--- config.mk ---
export PLATFORM = sky130hd
export DESIGN_NAME = inst_fetch_flat
export DESIGN_NICKNAME = d
export VERILOG_FILES = /design/src/rtl/inst_fetch_if.sv /design/src/rtl/inst_fetch.sv /design/src/flat_wrapper.sv
export SDC_FILE = /design/constraint.sdc
export NUM_CORES = 1
export LEC_CHECK = 0
export ABC_AREA = 1
export BUFFER_PORTS_ARGS = -buffer_cell sky130_fd_sc_hd__clkbuf_2
export CAP_MARGIN = 40
export CORE_UTILIZATION = 50
export DETAILED_ROUTE_END_ITERATION = 12
export GPL_TIMING_DRIVEN = 0
export PLACE_DENSITY = 0.85
export SLEW_MARGIN = 20
export SYNTH_ARGS = -nofsm -noshare
export SYNTH_HDL_FRONTEND = slang
export SYNTH_SLANG_ARGS = --single-unit
--- constraint.sdc ---
create_clock -name clk -period 2.45 [get_ports clk]
set_clock_uncertainty 0.05 [all_clocks]
set_input_delay 0.3675 -clock clk [delete_from_list [all_inputs] [get_ports clk]]
set_output_delay 0.3675 -clock clk [all_outputs]
set_load 0.02 [all_outputs]
--- src/rtl/inst_fetch_if.sv ---
// Program-memory read bus between inst_fetch (master) and instruction memory (slave).
// prog_data is valid in the same cycle that prog_ack is high.
interface inst_fetch_if #(
    parameter int unsigned PC_WIDTH   = 13,
    parameter int unsigned INST_WIDTH = 8
);
    logic                  prog_req;
    logic [PC_WIDTH-1:0]   prog_addr;
    logic                  prog_ack;
    logic [INST_WIDTH-1:0] prog_data;

    modport master (output prog_req, output prog_addr, input prog_ack, input prog_data);
    modport slave  (input prog_req, input prog_addr, output prog_ack, output prog_data);
endinterface

--- src/rtl/inst_fetch.sv ---
// Instruction fetch unit: sequential fetch with jump/call/ret redirects.
// The return stack is built only when INST_FETCH_STACK_EN is defined.
module inst_fetch #(
    parameter int unsigned PC_WIDTH     = 13,
    parameter int unsigned INST_WIDTH   = 8,
    parameter int unsigned STACK_DEPTH  = 8,
    parameter int unsigned RESET_VECTOR = 0
) (
    input  logic                  clk,
    input  logic                  reset,
    inst_fetch_if.master          prog,
    input  logic                  stall,
    input  logic                  jump,
    input  logic                  call,
    input  logic                  ret,
    input  logic [PC_WIDTH-1:0]   target,
    output logic [INST_WIDTH-1:0] inst_reg,
    output logic                  inst_valid,
    output logic [PC_WIDTH-1:0]   pc,
    output logic                  stack_overflow,
    output logic                  stack_underflow
);
    typedef enum logic {StFill, StRun} state_e;

    localparam logic [PC_WIDTH-1:0] ResetPc = PC_WIDTH'(RESET_VECTOR);

    state_e                state_q;
    logic [PC_WIDTH-1:0]   pc_q;
    logic [INST_WIDTH-1:0] inst_q;
    logic                  valid_q;
    logic                  redirect;
    logic [PC_WIDTH-1:0]   redirect_pc;

    assign prog.prog_req  = ~stall & ~reset;
    assign prog.prog_addr = pc_q;
    assign pc             = pc_q;
    assign inst_reg       = inst_q;
    assign inst_valid     = valid_q;

`ifdef INST_FETCH_STACK_EN
    localparam int unsigned PtrW = (STACK_DEPTH > 1) ? $clog2(STACK_DEPTH) : 1;
    localparam int unsigned CntW = $clog2(STACK_DEPTH + 1);

    logic [PC_WIDTH-1:0] stack_q [STACK_DEPTH];
    logic [PtrW-1:0]     sp_q;
    logic [PtrW-1:0]     sp_inc;
    logic [PtrW-1:0]     sp_dec;
    logic [CntW-1:0]     cnt_q;
    logic                ovf_q;
    logic                unf_q;

    // sp_q points at the next free slot; when full that slot holds the oldest entry.
    assign sp_inc = (sp_q == PtrW'(STACK_DEPTH - 1)) ? '0 : sp_q + PtrW'(1);
    assign sp_dec = (sp_q == '0) ? PtrW'(STACK_DEPTH - 1) : sp_q - PtrW'(1);

    assign redirect        = ret | call | jump;
    assign redirect_pc     = ret ? ((cnt_q == '0) ? ResetPc : stack_q[sp_dec]) : target;
    assign stack_overflow  = ovf_q;
    assign stack_underflow = unf_q;

    always_ff @(posedge clk) begin
        if (reset) begin
            sp_q  <= '0;
            cnt_q <= '0;
            ovf_q <= 1'b0;
            unf_q <= 1'b0;
        end else if (!stall) begin
            if (ret) begin
                if (cnt_q == '0) begin
                    unf_q <= 1'b1;
                end else begin
                    sp_q  <= sp_dec;
                    cnt_q <= cnt_q - CntW'(1);
                end
            end else if (call) begin
                stack_q[sp_q] <= pc_q;
                sp_q          <= sp_inc;
                if (cnt_q == CntW'(STACK_DEPTH)) begin
                    ovf_q <= 1'b1;
                end else begin
                    cnt_q <= cnt_q + CntW'(1);
                end
            end
        end
    end
`else
    logic unused_ret;

    // Without a return stack, ret is inert and call degenerates to jump.
    assign unused_ret      = ret;
    assign redirect        = call | jump;
    assign redirect_pc     = target;
    assign stack_overflow  = 1'b0;
    assign stack_underflow = 1'b0;
`endif

    always_ff @(posedge clk) begin
        if (reset) begin
            state_q <= StFill;
            pc_q    <= ResetPc;
            inst_q  <= '0;
            valid_q <= 1'b0;
        end else if (!stall) begin
            if (redirect) begin
                // Any word acknowledged alongside a redirect is from the old stream.
                state_q <= StFill;
                pc_q    <= redirect_pc;
                inst_q  <= '0;
                valid_q <= 1'b0;
            end else if (prog.prog_ack) begin
                state_q <= StRun;
                pc_q    <= pc_q + PC_WIDTH'(1);
                inst_q  <= prog.prog_data;
                valid_q <= 1'b1;
            end else if (state_q == StRun) begin
                valid_q <= 1'b0;
            end
        end
    end
endmodule

--- src/flat_wrapper.sv ---
// flat-port wrapper written by rule: the top's interface ports become plain ports
module inst_fetch_flat 
#(
    parameter int unsigned PC_WIDTH     = 13,
    parameter int unsigned INST_WIDTH   = 8,
    parameter int unsigned STACK_DEPTH  = 8,
    parameter int unsigned RESET_VECTOR = 0
)
  (clk, reset, stall, jump, call, ret, target, inst_reg, inst_valid, pc, stack_overflow, stack_underflow, prog_prog_req, prog_prog_addr, prog_prog_ack, prog_prog_data);
  inst_fetch_if #(.PC_WIDTH(PC_WIDTH), .INST_WIDTH(INST_WIDTH)) prog_i ();
  input  logic clk;
  input  logic reset;
  input  logic stall;
  input  logic jump;
  input  logic call;
  input  logic ret;
  input  logic [PC_WIDTH-1:0] target;
  output logic [INST_WIDTH-1:0] inst_reg;
  output logic inst_valid;
  output logic [PC_WIDTH-1:0] pc;
  output logic stack_overflow;
  output logic stack_underflow;
  output wire logic [$bits(prog_i.prog_req)-1:0] prog_prog_req;
  output wire logic [$bits(prog_i.prog_addr)-1:0] prog_prog_addr;
  input wire logic [$bits(prog_i.prog_ack)-1:0] prog_prog_ack;
  input wire logic [$bits(prog_i.prog_data)-1:0] prog_prog_data;
  assign prog_prog_req = prog_i.prog_req;
  assign prog_prog_addr = prog_i.prog_addr;
  assign prog_i.prog_ack = prog_prog_ack;
  assign prog_i.prog_data = prog_prog_data;
  inst_fetch #(.PC_WIDTH(PC_WIDTH), .INST_WIDTH(INST_WIDTH), .STACK_DEPTH(STACK_DEPTH), .RESET_VECTOR(RESET_VECTOR)) u_core (.clk(clk), .reset(reset), .prog(prog_i), .stall(stall), .jump(jump), .call(call), .ret(ret), .target(target), .inst_reg(inst_reg), .inst_valid(inst_valid), .pc(pc), .stack_overflow(stack_overflow), .stack_underflow(stack_underflow));
endmodule
After elaboration in Yosys (flattened, before gate mapping)
Index checks and enable logic that the tools add are counted.
{ "word_totals": {"in_bits": 28, "out_inout_bits": 38, "reg_bits": 23, "wordCells": 22} }
{ "op_classes": {"reduce_logical": 4, "n_mux": 9, "add_sub_neg": 1, "bitwise_logic": 4} }
{ "ops": {"columns": ["operator", "count"], "rows": [
  ["$mux 13", 2],
  ["$mux 8", 2],
  ["$add 13x1->13 const B", 1],
  ["$mux 1", 5],
  ["$reduce_and 2->1", 2],
  ["$reduce_bool 3->1", 1],
  ["$not 1->1", 2],
  ["$reduce_bool 2->1", 1],
  ["$and 1x1->1", 1],
  ["$or 1x1->1", 1]
]} }

Depth between registers and ports, before layout
{ "logic_depth": {"word_depth": 3, "mapped_depth": 9, "mapped_depth_nobuf": 8} }

Least setup slack after synthesis
OpenSTA, ideal clock, no wires.
{ "synth_path": {"path_kind": "register to register", "start": "register u_core.pc_q[1] (netlist: u_core.pc[1])", "end": "register u_core.pc_q[12] (netlist: u_core.pc[12])", "synth_period_minus_slack_ns": 1.435, "path_buffers": 0, "setup_time_ns": 0.134, "path_slack_ns": 1.015, "required_time_ns": 2.266, "arrival_ns": 1.251, "stages_incl_launch_ff": 9, "path_cell_list": "dfxtp_1 -> ha_1 -> nand2_1 -> nor2_2 -> nand3_1 -> nand2_1 -> nand3_1 -> nand2_1 -> a21oi_1"} }
{ "synth_between": {"elab_chain_cells": 3} }
{ "synth_lines": {"columns": ["element", "line", "text"], "rows": [
  ["start: declaration", "inst_fetch.sv:28", "logic [PC_WIDTH-1:0] pc_q;"],
  ["start signal: assignment", "inst_fetch.sv:100", "pc_q <= ResetPc;"],
  ["start signal: assignment", "inst_fetch.sv:107", "pc_q <= redirect_pc;"],
  ["start signal: assignment", "inst_fetch.sv:112", "pc_q <= pc_q + PC_WIDTH'(1);"],
  ["$add 13x1->13", "inst_fetch.sv:112", null],
  ["$mux 13", "inst_fetch.sv:110", "end else if (prog.prog_ack) begin"],
  ["$mux 13", "inst_fetch.sv:104", "if (redirect) begin"]
]} }
No other way between the ends. The select of a mux whose other input is x is not followed.
A chain may end at the register's enable or synchronous reset.

Worst setup path in the final report
{ "layout_path": {"start": "input reset", "end": "output prog_prog_req"} }
{ "layout_between": {"elab_chain_cells": 2} }
{ "layout_lines": {"columns": ["element", "line", "text"], "rows": [
  ["start: declaration", "flat_wrapper.sv:12", "input logic reset;"],
  ["$not 1->1", "inst_fetch.sv:34", "assign prog.prog_req = ~stall & ~reset;"],
  ["$and 1x1->1", "inst_fetch.sv:34", null],
  ["end: declaration", "flat_wrapper.sv:23", "output wire logic [$bits(prog_i.prog_req)-1:0] prog_prog_req;"]
]} }
No other way between the ends.

==> flow_metrics.env <==
export IMPL_outcome="finished, final reports clean"
export IMPL_synth_largest_type_area_fraction_pct=32.0
export IMPL_synth_cell_type_count=28
export IMPL_grt_pass1_vias=1320
export IMPL_ys_ff_latch=23
export IMPL_cp_cell_sequence="clkbuf_2 > clkbuf_1 > nor2_1 > clkbuf_2"
export IMPL_final_area_um2=1820
export IMPL_cts_sinks=23
export IMPL_critical_path_endpoint_type="output pin"
export IMPL_placement_setup_worst_slack_ns=0.777
export IMPL_average_size_of_a_mapped_cell_um2=6.85
export IMPL_number_of_flip_flops_under_the_largest_register_name=13
export IMPL_placed_cell_count=304
export IMPL_vdd_ir_drop_max_mv=0.596
export IMPL_insertion_delay_ns=0.31
export IMPL_routed_wl_mm=3.38
export IMPL_global_route_usage_total_pct=22.6
export IMPL_synth_largest_area_cell="sky130_fd_sc_hd__dfxtp_1"
export IMPL_critPathArrivalTime_ns=1.24
export IMPL_finalSetupViolations=0
export IMPL_dr_first_iter_drc_count=40
export IMPL_unrepaired_setup_endpoints_after_global_routing="no"
export IMPL_crit_top_cell="sky130_fd_sc_hd__clkbuf_2"
export IMPL_finish_utilization_pct=66.6
export IMPL_dr_pass1_iters=4
export IMPL_cts_repair_timing_setup_buffer_count=0
export IMPL_route_detailed_drc=0
export IMPL_critPathTopFamily="buffers and inverters"
export IMPL_final_layout_size_suffix_gt1_share_pct=37.5
export IMPL_overflow=0
export IMPL_report_final_hold_viol_count=0
export IMPL_area_of_the_placeable_core_um2=2730
export IMPL_final_setup_tns_ns=0
export IMPL_gpl_final_weighted_congestion=0.858
export IMPL_antenna_violations_before_repair=0
export IMPL_holdCritPathClass="input pin to flop"
export IMPL_cts_reportedPaths_clkPinSlew_ns=0.13
export IMPL_timing_critical_path_slowest_cell_delay_ns=0.46
export IMPL_fin_cells=308
export IMPL_hpwlAfterDp_mm=2.63
export IMPL_diodes=0
export IMPL_post_drt_via_cell_ratio=5.11
export IMPL_routed_wire_length_per_instance_um=11.0
export IMPL_syn_cell_area_um2=1440
export IMPL_final_max_slew_viol_count=0
export IMPL_grt_first_pass_wirelength_mm=5.66
export IMPL_clockRootBuffer="sky130_fd_sc_hd__clkbuf_4"
export IMPL_die_w_um=55.6
export IMPL_die_area_um2=3100
export IMPL_share_of_synthesized_area_occupied_by_flip_flops_and_latches_pct=32.0
export IMPL_antenna_violating_nets_post_route=0
export IMPL_startpoint_kind_of_the_worst_setup_timing_path="input pin"
export IMPL_fp_dieH_um=55.6
export IMPL_final_period_utilization_pct=67.8
export IMPL_slew_headroom_pct=63.3
export IMPL_cellPowerDensity_nw_per_um2=466
export IMPL_cts_buffers=3
export IMPL_vias=1573
export IMPL_starting_density_of_the_core_pct=52.6
export IMPL_post_route_min_period_ns=1.66
export IMPL_synth_top_cells_by_area="sky130_fd_sc_hd__dfxtp_1, sky130_fd_sc_hd__nand2_1, sky130_fd_sc_hd__nand3_1"
export IMPL_path_max_fanout=10
export IMPL_crit_required_ns=2.03
export IMPL_cts_repair_resize_count=0
export IMPL_fmax_mhz=602
export IMPL_placed_area_um2=1790
export IMPL_critical_path_n_buffers_inverters=3
export IMPL_cap_violations=0
export IMPL_timing_worst_slew_pin_value_ns=0.551
export IMPL_fillCellCount=258
export IMPL_pin_count=66
export IMPL_p_leak_nw=0.857
export IMPL_port_buffers=62
export IMPL_clk_path_buf_depth=2
export IMPL_yosys_warnings=0
export IMPL_timing_final_ws_setup_ns=0.789
export IMPL_final_nets=307
export IMPL_cts_htree_levels=1
export IMPL_crit_slowest_cell="sky130_fd_sc_hd__clkbuf_1"
export IMPL_hold_buffers=0
export IMPL_area_delta_synth_final_pct=26.6
export IMPL_tritoncts_clock_tree="yes"
export IMPL_critPathKind="input pin to output pin"
export IMPL_std_cell_rows=19
export IMPL_synth_cells=210
export IMPL_pin_count_of_the_biggest_net_entering_global_routing=15
[stage by stage]
stage / power [mW] / hold slack [ns]
after detailed placement: 0.674 / 0.405
after floorplan: 0.595 / 0.387
final: 0.849 / 0.237
after global placement: 0.670 / 0.397
after global routing: 0.900 / 0.205
after CTS: 0.856 / 0.225
[logic make-up (layout without fill, tap and decap cells)]
group / count (synthesis) / after routing / share of synthesized area [%]
AND/OR/NAND/NOR: 112 / 112 / 35.7
buffers and inverters: 39 / 105 / 17.0
AO/OA/AOI/OAI: 33 / 33 / 13.7
flip-flops: 23 / 23 / 32.0
adder cells (fa/ha/maj): 1 / 1 / 0.869
other: 1 / 2 / 0.261
XOR/XNOR: 1 / 1 / 0.609
[Yosys cell counts (all sizes together)]
cell	count
nor2	24
nand3	23
xor2	1
ha	1
a311oi	1
nand4	4
buf	22
nand3b	1
o211ai	1
inv	14
nor3	2
a211oi	1
clkbuf	2
o21ai	10
clkinv	1
conb	1
a21oi	20
nand2	58
dfxtp	23
[layout make-up]
type / count / area, um^2 / share of cell area, %
Tap cell: 31 / 38.8 / 2.13
Clock inverter: 1 / 7.51 / 0.412
Multi-Input combinational cell: 149 / 738 / 40.5
Sequential cell: 23 / 460 / 25.3
Buffer: 24 / 180 / 9.89
Clock buffer: 3 / 22.5 / 1.24
Timing Repair Buffer: 62 / 310 / 17.0
Inverter: 15 / 63.8 / 3.50
[cell usage in the layout, fill, tap and decap left out, types with 2 or more instances in the layout]
master / count
sky130_fd_sc_hd__nand2_4: 2
sky130_fd_sc_hd__nor2_4: 3
sky130_fd_sc_hd__nand3_1: 23
sky130_fd_sc_hd__nor3_1: 2
sky130_fd_sc_hd__nor2_2: 2
sky130_fd_sc_hd__nand4_1: 4
sky130_fd_sc_hd__nand2_1: 54
sky130_fd_sc_hd__a21oi_1: 17
sky130_fd_sc_hd__nand2_2: 2
sky130_fd_sc_hd__clkbuf_2: 62
sky130_fd_sc_hd__nor2_1: 19
sky130_fd_sc_hd__buf_6: 4
sky130_fd_sc_hd__buf_2: 3
sky130_fd_sc_hd__o21ai_0: 8
sky130_fd_sc_hd__inv_1: 13
sky130_fd_sc_hd__buf_4: 15
sky130_fd_sc_hd__clkbuf_1: 2
sky130_fd_sc_hd__a21oi_2: 3
sky130_fd_sc_hd__o21ai_1: 2
sky130_fd_sc_hd__clkbuf_4: 3
sky130_fd_sc_hd__conb_1: 2
sky130_fd_sc_hd__dfxtp_1: 23
[routing by layer]
| metal | up-vias | wire [um] | global-route usage (%) |
|---|---|---|---|
| met4 | 0 | 11 | 2.14 |
| met2 | 55 | 1670 | 40.6 |
| met5 | - | 0 | 0 |
| li1 | 801 | - | - |
| met1 | 715 | 1540 | 28.4 |
| met3 | 2 | 156 | 5.12 |
[tightest hold or removal path: stages]
cell	delay, ns
sky130_fd_sc_hd__clkbuf_2	0.08
sky130_fd_sc_hd__nand3_1	0.07
sky130_fd_sc_hd__a21oi_1	0.06
[path summary, 6_finish.rpt]
kind	start	endpoint	slack, ns	cells after the start
max	reset	prog_prog_req	0.79	4
min	prog_prog_data[5]	u_core.inst_reg[5]	0.24	3
min reg2reg	u_core.inst_reg[5]	u_core.inst_reg[5]	0.42	2
max reg2reg	u_core.pc[1]	u_core.pc[12]	0.98	8
[report_power, final]
group	switching (mW)	internal (mW)	leakage (nW)
logic	0.142	0.102	0.655
registers	0.0291	0.393	0.188
clock network	0.121	0.0622	0.0139
total	0.292	0.558	0.857
Note: power is estimated with default switching activity, not from simulation.
